## src/rtl/ahb_des_queue_slave.sv

```systemverilog
// AHB-Lite slave front end for the Triple DES core: key/control registers,
// input/output block queues and a dispatcher that keeps the core fed.
module ahb_des_queue_slave #(
    parameter int FIFO_DEPTH = 4,
    parameter int ADDR_W     = 32
) (
    input  logic              HCLK,
    input  logic              HRESET,
    input  logic              HSEL,
    input  logic [ADDR_W-1:0] HADDR,
    input  logic              HWRITE,
    input  logic [1:0]        HTRANS,
    input  logic [2:0]        HSIZE,
    input  logic [63:0]       HWDATA,
    input  logic              HREADY,
    output logic              HREADYOUT,
    output logic              HRESP,
    output logic [63:0]       HRDATA,
    output logic              core_start,
    output logic              core_mode,
    output logic [63:0]       core_data,
    output logic [63:0]       core_key1,
    output logic [63:0]       core_key2,
    output logic [63:0]       core_key3,
    input  logic              core_done,
    input  logic [63:0]       core_result,
    output logic              irq
);
    localparam int PW = (FIFO_DEPTH > 1) ? $clog2(FIFO_DEPTH) : 1;
    localparam int CW = PW + 1;
    localparam logic [CW-1:0] DEPTH = CW'(FIFO_DEPTH);

    localparam logic [2:0] IX_CTRL = 3'd0, IX_STAT = 3'd1, IX_KEY1 = 3'd2, IX_KEY2 = 3'd3,
                           IX_KEY3 = 3'd4, IX_DIN  = 3'd5, IX_DOUT = 3'd6, IX_NONE = 3'd7;

    typedef enum logic [1:0] {S_IDLE, S_BUSY, S_DRAIN} state_t;

    state_t          r_state, w_state_nxt;
    logic            r_mode, r_irq_en;
    logic [63:0]     r_key1, r_key2, r_key3;
    logic [63:0]     r_in_mem  [FIFO_DEPTH];
    logic [63:0]     r_out_mem [FIFO_DEPTH];
    logic [PW-1:0]   r_in_wp, r_in_rp, r_out_wp, r_out_rp;
    logic [CW-1:0]   r_in_cnt, r_out_cnt;
    logic            r_dp_wr, r_dp_rd, r_err1, r_err2;
    logic [2:0]      r_dp_idx;

    logic            w_acc, w_err, w_flush;
    logic            w_bus_push, w_bus_pop, w_disp_pop, w_core_push;
    logic [CW-1:0]   w_in_nxt, w_out_nxt;
    logic [2:0]      w_idx;
    logic [63:0]     w_status;
    logic            w_unused;

    assign w_unused = ^{HADDR[ADDR_W-1:6], HTRANS[0]};

    assign w_acc = HSEL & HTRANS[1] & HREADY;
    assign w_idx = HADDR[5:3];

    // Data-phase side effects of the previous accepted (error-free) access
    assign w_flush    = r_dp_wr & (r_dp_idx == IX_CTRL) & HWDATA[2];
    assign w_bus_push = r_dp_wr & (r_dp_idx == IX_DIN);
    assign w_bus_pop  = r_dp_rd & (r_dp_idx == IX_DOUT);

    assign w_disp_pop  = (r_state == S_IDLE) & (r_in_cnt != '0) & (r_out_cnt < DEPTH) & ~w_flush;
    assign w_core_push = (r_state == S_BUSY) & core_done & ~w_flush;

    // Occupancy at the start of the next cycle, i.e. what a new access will see in its data phase
    assign w_in_nxt  = w_flush ? '0 : r_in_cnt + CW'(w_bus_push) - CW'(w_disp_pop);
    assign w_out_nxt = w_flush ? '0 : r_out_cnt + CW'(w_core_push) - CW'(w_bus_pop);

    assign w_err = (HSIZE != 3'b011) | (HADDR[2:0] != 3'b000) | (w_idx == IX_NONE)
                 | ( HWRITE & ((w_idx == IX_STAT) | (w_idx == IX_DOUT)))
                 | (~HWRITE & (w_idx == IX_DIN))
                 | ( HWRITE & (w_idx == IX_DIN)  & (w_in_nxt == DEPTH))
                 | (~HWRITE & (w_idx == IX_DOUT) & (w_out_nxt == '0));

    always_ff @(posedge HCLK or negedge HRESET) begin
        if (!HRESET) begin
            r_dp_wr  <= 1'b0;
            r_dp_rd  <= 1'b0;
            r_dp_idx <= '0;
            r_err1   <= 1'b0;
            r_err2   <= 1'b0;
        end else begin
            r_dp_wr  <= w_acc & ~w_err & HWRITE;
            r_dp_rd  <= w_acc & ~w_err & ~HWRITE;
            r_dp_idx <= w_idx;
            r_err1   <= w_acc & w_err;
            r_err2   <= r_err1;
        end
    end

    assign HREADYOUT = ~r_err1;
    assign HRESP     = r_err1 | r_err2;

    always_ff @(posedge HCLK or negedge HRESET) begin
        if (!HRESET) begin
            r_mode   <= 1'b0;
            r_irq_en <= 1'b0;
            r_key1   <= '0;
            r_key2   <= '0;
            r_key3   <= '0;
        end else if (r_dp_wr) begin
            case (r_dp_idx)
                IX_CTRL: begin
                    r_mode   <= HWDATA[0];
                    r_irq_en <= HWDATA[1];
                end
                IX_KEY1: r_key1 <= HWDATA;
                IX_KEY2: r_key2 <= HWDATA;
                IX_KEY3: r_key3 <= HWDATA;
                default: ;
            endcase
        end
    end

    always_ff @(posedge HCLK) begin
        if (w_bus_push)  r_in_mem[r_in_wp]   <= HWDATA;
        if (w_core_push) r_out_mem[r_out_wp] <= core_result;
    end

    always_ff @(posedge HCLK or negedge HRESET) begin
        if (!HRESET) begin
            r_in_wp   <= '0;
            r_in_rp   <= '0;
            r_out_wp  <= '0;
            r_out_rp  <= '0;
            r_in_cnt  <= '0;
            r_out_cnt <= '0;
        end else if (w_flush) begin
            r_in_wp   <= '0;
            r_in_rp   <= '0;
            r_out_wp  <= '0;
            r_out_rp  <= '0;
            r_in_cnt  <= '0;
            r_out_cnt <= '0;
        end else begin
            if (w_bus_push)  r_in_wp  <= r_in_wp + 1'b1;
            if (w_disp_pop)  r_in_rp  <= r_in_rp + 1'b1;
            if (w_core_push) r_out_wp <= r_out_wp + 1'b1;
            if (w_bus_pop)   r_out_rp <= r_out_rp + 1'b1;
            r_in_cnt  <= w_in_nxt;
            r_out_cnt <= w_out_nxt;
        end
    end

    always_ff @(posedge HCLK or negedge HRESET) begin
        if (!HRESET) r_state <= S_IDLE;
        else         r_state <= w_state_nxt;
    end

    // A flush during BUSY still has to wait for the core, whose result is then dropped
    always_comb begin
        w_state_nxt = r_state;
        case (r_state)
            S_IDLE:  if (w_disp_pop) w_state_nxt = S_BUSY;
            S_BUSY: begin
                if (w_flush)        w_state_nxt = core_done ? S_IDLE : S_DRAIN;
                else if (core_done) w_state_nxt = S_IDLE;
            end
            S_DRAIN: if (core_done) w_state_nxt = S_IDLE;
            default: w_state_nxt = S_IDLE;
        endcase
    end

    always_ff @(posedge HCLK or negedge HRESET) begin
        if (!HRESET) begin
            core_start <= 1'b0;
            core_mode  <= 1'b0;
            core_data  <= '0;
            core_key1  <= '0;
            core_key2  <= '0;
            core_key3  <= '0;
        end else begin
            core_start <= w_disp_pop;
            if (w_disp_pop) begin
                core_mode <= r_mode;
                core_data <= r_in_mem[r_in_rp];
                core_key1 <= r_key1;
                core_key2 <= r_key2;
                core_key3 <= r_key3;
            end
        end
    end

    always_comb begin
        w_status        = '0;
        w_status[0]     = (r_in_cnt == DEPTH);
        w_status[1]     = (r_in_cnt == '0);
        w_status[2]     = (r_out_cnt == DEPTH);
        w_status[3]     = (r_out_cnt == '0);
        w_status[4]     = (r_state != S_IDLE);
        w_status[12:8]  = 5'(r_in_cnt);
        w_status[20:16] = 5'(r_out_cnt);
    end

    always_comb begin
        HRDATA = '0;
        if (r_dp_rd) begin
            case (r_dp_idx)
                IX_CTRL: HRDATA = {62'b0, r_irq_en, r_mode};
                IX_STAT: HRDATA = w_status;
                IX_KEY1: HRDATA = r_key1;
                IX_KEY2: HRDATA = r_key2;
                IX_KEY3: HRDATA = r_key3;
                IX_DOUT: HRDATA = r_out_mem[r_out_rp];
                default: HRDATA = '0;
            endcase
        end
    end

    assign irq = r_irq_en & (r_out_cnt != '0);

endmodule

```

## config.mk

```make
export PLATFORM = sky130hd
export DESIGN_NAME = ahb_des_queue_slave
export DESIGN_NICKNAME = d
export VERILOG_FILES = /design/src/rtl/ahb_des_queue_slave.sv
export SDC_FILE = /design/constraint.sdc
export NUM_CORES = 1
export LEC_CHECK = 0
export ABC_AREA = 1
export BUFFER_PORTS_ARGS = -buffer_cell sky130_fd_sc_hd__buf_2
export CORE_ASPECT_RATIO = 1.4
export CORE_MARGIN = 1
export CORE_UTILIZATION = 50
export CTS_CLUSTER_SIZE = 16
export DETAILED_ROUTE_END_ITERATION = 10
export PLACE_DENSITY = 0.7
export SETUP_SLACK_MARGIN = 0.2
export SYNTH_ARGS = -nofsm -noshare
export SYNTH_HDL_FRONTEND = slang
export SYNTH_SLANG_ARGS = --single-unit
```

## constraint.sdc

```tcl
create_clock -name HCLK -period 7.05 [get_ports HCLK]
set_clock_uncertainty 0.05 [all_clocks]
set_input_delay 1.0575 -clock HCLK [delete_from_list [all_inputs] [get_ports HCLK]]
set_output_delay 1.0575 -clock HCLK [all_outputs]
set_load 0.02 [all_outputs]
```

-- Word level (Yosys, flattened, before mapping)
Memory sizes are Yosys's and may differ from the RTL's. A register that Yosys moved wholly into a read port is not among the register bits.
Cells that the tools add are included.
- $add $sub $neg: 8
- magnitude comparators: 1
- eq/ne operators: 17
- multiplexer cells: 23
- bitwise gates (word level): 34
- reductions and logical operators: 18
- operators by type and width (kind ; count):
    $pmux W64 S6 ; 1
    $mux W64 ; 1
    $eq A3 B3 Y1 const B ; 9
    $mux W2 ; 12
    $and A1 B1 Y1 ; 22
    $logic_not A3 Y1 ; 4
    $mux W3 ; 4
    $reduce_bool A2 Y1 ; 5
    $reduce_bool A3 Y1 ; 3
    $add A2 B1 Y2 const B ; 4
    $or A1 B1 Y1 ; 8
    $reduce_and A2 Y1 ; 4
    $add A3 B1 Y3 ; 2
    $eq A3 B1 Y1 const B ; 2
    $eq A3 B2 Y1 const B ; 2
    $pmux W2 S3 ; 1
    $sub A3 B1 Y3 ; 2
    $mux W1 ; 4
    $not A1 Y1 ; 4
    $lt A3 B3 Y1 const B ; 1
    $ne A3 B2 Y1 const B ; 1
    $eq A2 B1 Y1 const B ; 1
    $eq A2 B2 Y1 const B ; 1
    $logic_not A2 Y1 ; 1
    other kinds (2) ; 2
- flip-flop bits (word level): 411
- RAM bits: 512
- input port bits: 171
- output and inout bits: 325
- logic and storage cells: 125
- memories: 2
- memory list (memory ; depth ; bits a word ; rd ports ; clocked after Yosys merged registers in ; wr ports ; line ; RTL):
    r_in_mem ; 4 ; 64 ; 1 ; 1 ; 1 ; 41 ; logic [63:0] r_in_mem [FIFO_DEPTH];
    r_out_mem ; 4 ; 64 ; 1 ; 0 ; 1 ; 42 ; logic [63:0] r_out_mem [FIFO_DEPTH];

-- Depth between registers and ports, before layout
- depth after elaboration: 14
- mapped depth: 18
- depth with buffers taken out: 17

-- Least setup slack after synthesis
No wires, ideal clock.
- path type: input port to flip-flop
- from: input HWDATA[2]
- to: memory r_out_mem[0][0], enable pin
- library setup time: 486 ps
- arrival: 4146 ps
- required time: 6514 ps
- setup slack: 2367 ps
- cell stages on the path: 4
- path buffers: 1
- cells stage by stage: nand4_1 > buf_2 > nand2_1 > nor2_1
- cells in the longest elaborated chain, start to end: 5
- RTL lines (what ; line ; RTL):
    start: declaration ; 14 ; input logic [63:0] HWDATA,
    $and A1 B1 Y1 ; 61 ; assign w_flush = r_dp_wr & (r_dp_idx == IX_CTRL) & HWDATA[2];
    $not A1 Y1 ; 66 ; assign w_core_push = (r_state == S_BUSY) & core_done & ~w_flush;
    $and A1 B1 Y1 ; 66 ;
    $mux W1 ; 120 ; if (w_core_push) r_out_mem[r_out_wp] <= core_result;
    $mux W1 (implied by the code) ; 120 ;
    end: declaration ; 42 ;
Every way passes these cells.

-- Worst setup path after layout
- from: register r_out_rp[1]
- to: output HRDATA[49]
- cells in the longest elaborated chain, start to end: 3
- RTL lines (what ; line ; RTL):
    start: declaration ; 43 ; logic [PW-1:0] r_in_wp, r_in_rp, r_out_wp, r_out_rp;
    start signal: assignment ; 142 ; if (w_bus_pop) r_out_rp <= r_out_rp + 1'b1;
    $mem_v2 Z4 W64 ; - ;
    $pmux W64 S6 ; 201 ; case (r_dp_idx)
    $mux W64 ; 200 ; if (r_dp_rd) begin
    end: declaration ; 18 ; output logic [63:0] HRDATA,
Every way passes these cells.

==> reports/metrics.yaml <==
leakagePower_nw: 20.97
synth_cell_type_count: 31
clkSlewWorstSetupHoldPaths_ps: 60
drt_wl_total_mm: 106.8
p_per_area_mw_per_mm2: 392.7
post-cts-setup-buffers: 0
drc: 0
switchingPower_mw: 6.196
fin_crit_ps: 4932
crit_path_end_kind: "output pin"
wire_per_inst_um: 20.76
slowest_delay_ps: 690
clock-root-buffer: "clkbuf_16"
syn_nets: 3824
postSynthAreaPerCell_sq_um: 10.68
hold_buffers: 0
crit_type: "reg2out"
critPathMaxFanout: 69
cts_resized: 0
swShare: 0.3489
r2r_cells: 7
avgViaCountPerCell: 5.423
drt_iter0_drc: 2620
worst_pin_slew_ps: 1134
relSlewSlack: 0.2441
cts_buffer_depth: 3
via_count: 27890
syn-instance-count: 3639
fin_crit_sh: 0.6996
critPathRequiredTime_ps: 5940
ys_ff_latch: 987
grt_pass1_wl_mm: 160.7
r2r-end: "r_key2[32]"
antenna_found_initial: 27
ios: 496
cp-start-kind: "register"
rrSetupSlack_ps: 3300
hpwl_mm: 67.49
grt_remaining_overflow: 0
comb_power_share: 0.275
crit_path_top_delay_cell: "buf_4"
final_cell_count_no_fill: 5143
synth_top_area_frac: 0.3954
ys_warn_count: 0
place_inst: 4961
hold_ws_ps: 369.3
die-width_um: 237.7
grt_max_degree: 194
cp_num_cells: 9
cts_sinks: 987
setup_tns_ps: 0
ant_nets: 0
synthTopCellsByArea: "edfxtp_1 (40%), dfrtp_1 (31%), nand2_1 (6.6%), o21ai_0 (6.3%), nor2_1 (4.8%)"
cp_top_family: "buffers and inverters"
yosysTopAreaCell: "edfxtp_1"
p_int_mw: 11.56
fmax_mhz: 202.7
slew_viol_final: 0
numCtsBuffers: 91
arrival_ps: 3820
hp-class: "in2async"
firstDrtPassIters: 5
drv_cap: 0
start_util: 0.5068
grt_pass1_vias: 26160
critPathBufInv: 4
power_frac_clock: 0.293
syn2layout_area_growth_pct: 16.30
cts_tree: "yes"
seq_power_share: 0.432
nets: 4202
io_buffers: 468
chipHeight_um: 331.9
rr_startpoint: "r_dp_idx[2]"
ys_seq_area_frac: 0.7012
finalWeightedCongestion: 0.8599
finalSetupViolCount: 0
status: "finished, final reports clean"
clk-insertion-delay-late_ps: 650
crit_chain: "buf_4 > inv_2 > buf_4 > nor2_1 > o21ai_0 > a21oi_1 > nor2_1 > a21oi_1 > buf_2"
rows: 120
dieArea_sq_mm: 0.07890
finish.instance_area_sq_mm: 0.04522
htree_levels: 3
dpl_cell_area_sq_mm: 0.04199
drive_gt1_frac: 0.1672
vdd_drop_max_v: 0.0002312
design.core.area_sq_mm: 0.07672
track_usage: 0.2711
hold_viol_final: 0
synth_area_sq_mm: 0.03888
rsz0062_at_grt: "no"
## per-layer routing
layer,vias up,part of all wire,global-route usage
met5,-,0.0023,0
met3,230,0.089,0.06541
met4,36,0.042,0.1208
li1,12950,-,-
met1,13530,0.42,0.3792
met2,1139,0.45,0.4030
## stage by stage
| step | util | setup WS (ps) | power [mW] |
|---|---|---|---|
| global placement | 0.5472 | 2770 | 12.53 |
| finish | 0.5894 | 2118 | 17.76 |
| global route | 0.5892 | 1851 | 18.67 |
| CTS | 0.5890 | 2059 | 17.85 |
| floorplan | - | 2367 | 10.86 |
| detailed placement | 0.5472 | 2756 | 12.65 |
## synth_stat cells, drive strengths merged
cell type,count
fa,2
ha,12
or2,2
o22ai,124
nand4,6
nor3,52
nor3b,1
and3,1
o21a,1
clkbuf,112
nor2,503
edfxtp,512
nand2,689
a22oi,2
o21ai,642
a21oi,67
a31oi,7
inv,300
nand3,26
o41ai,1
buf,102
dfrtp,475
## state kept, by name, indices dropped and copies added, names as in the netlist, 3 cells and up
name       cells
core_data     64
core_key1     64
core_key2     64
core_key3     64
r_dp_idx       3
r_in_cnt       3
r_in_mem     256
r_key1        64
r_key2        64
r_key3        64
r_out_cnt      3
r_out_mem    256
## final cells by class
cell class                      count  area (sq um)
Clock buffer                      120          2604
Timing Repair Buffer              499          2623
Inverter                          300          1131
Sequential cell                   987         27270
Antenna cell                       10         25.02
Multi-Input combinational cell   2138          9664
Tap cell                         1037          1297
Clock inverter                     52         603.1
Fill cell                        6299         31510
## worst register-to-register path, delay by kind of cell, from the launching register on
family                 cells  cell delay [ps]
AOI/OAI and AO/OA          1              300
buffers and inverters      3             1640
DFF                        1              540
and+or+nand+nor            3             1060
## logic make-up (layout without fill, tap and decap cells)
logic type                 count (synthesis)  after routing  synth area share
and+or+nand+nor                         1280           1280            0.1271
DFF                                      987            987            0.7012
AOI/OAI and AO/OA                        844            844            0.1131
buffers and inverters                    514            971           0.05365
adders and majority gates                 14             14          0.004891
other                                      0             10                 0
## placed cells by master, fill, tap and decap left out, types with 28 or more instances in the layout
cell / count
a21oi_1: 67
buf_2: 467
buf_4: 28
clkbuf_16: 97
dfrtp_1: 471
edfxtp_1: 512
inv_1: 290
nand2_1: 682
nor2_1: 494
nor3_1: 51
o21ai_0: 486
o21ai_1: 156
o22ai_1: 124
## power groups by stage
stage | clock network (mW) | logic, mW | registers [mW]
after detailed placement | 0 | 4.90 | 7.75
after global placement | 0 | 4.79 | 7.74
final | 5.21 | 4.89 | 7.66
after global routing | 5.51 | 5.42 | 7.74
after CTS | 5.28 | 4.92 | 7.65
after floorplan | 0 | 2.34 | 8.51
## worst max path at each step
stage	slack, ps	start	endpoint
3_5_place_dp	2760	r_out_rp[1]	HRDATA[49]
2_1_floorplan	2370	HWDATA[2]	r_out_mem[0][0]
4_1_cts	2060	r_out_rp[1]	HRDATA[49]
5_1_grt	1850	r_out_rp[1]	HRDATA[49]
6_report	2120	r_out_rp[1]	HRDATA[49]
3_3_place_gp	2770	r_out_rp[1]	HRDATA[49]
(Power assumes the default switching activity.)
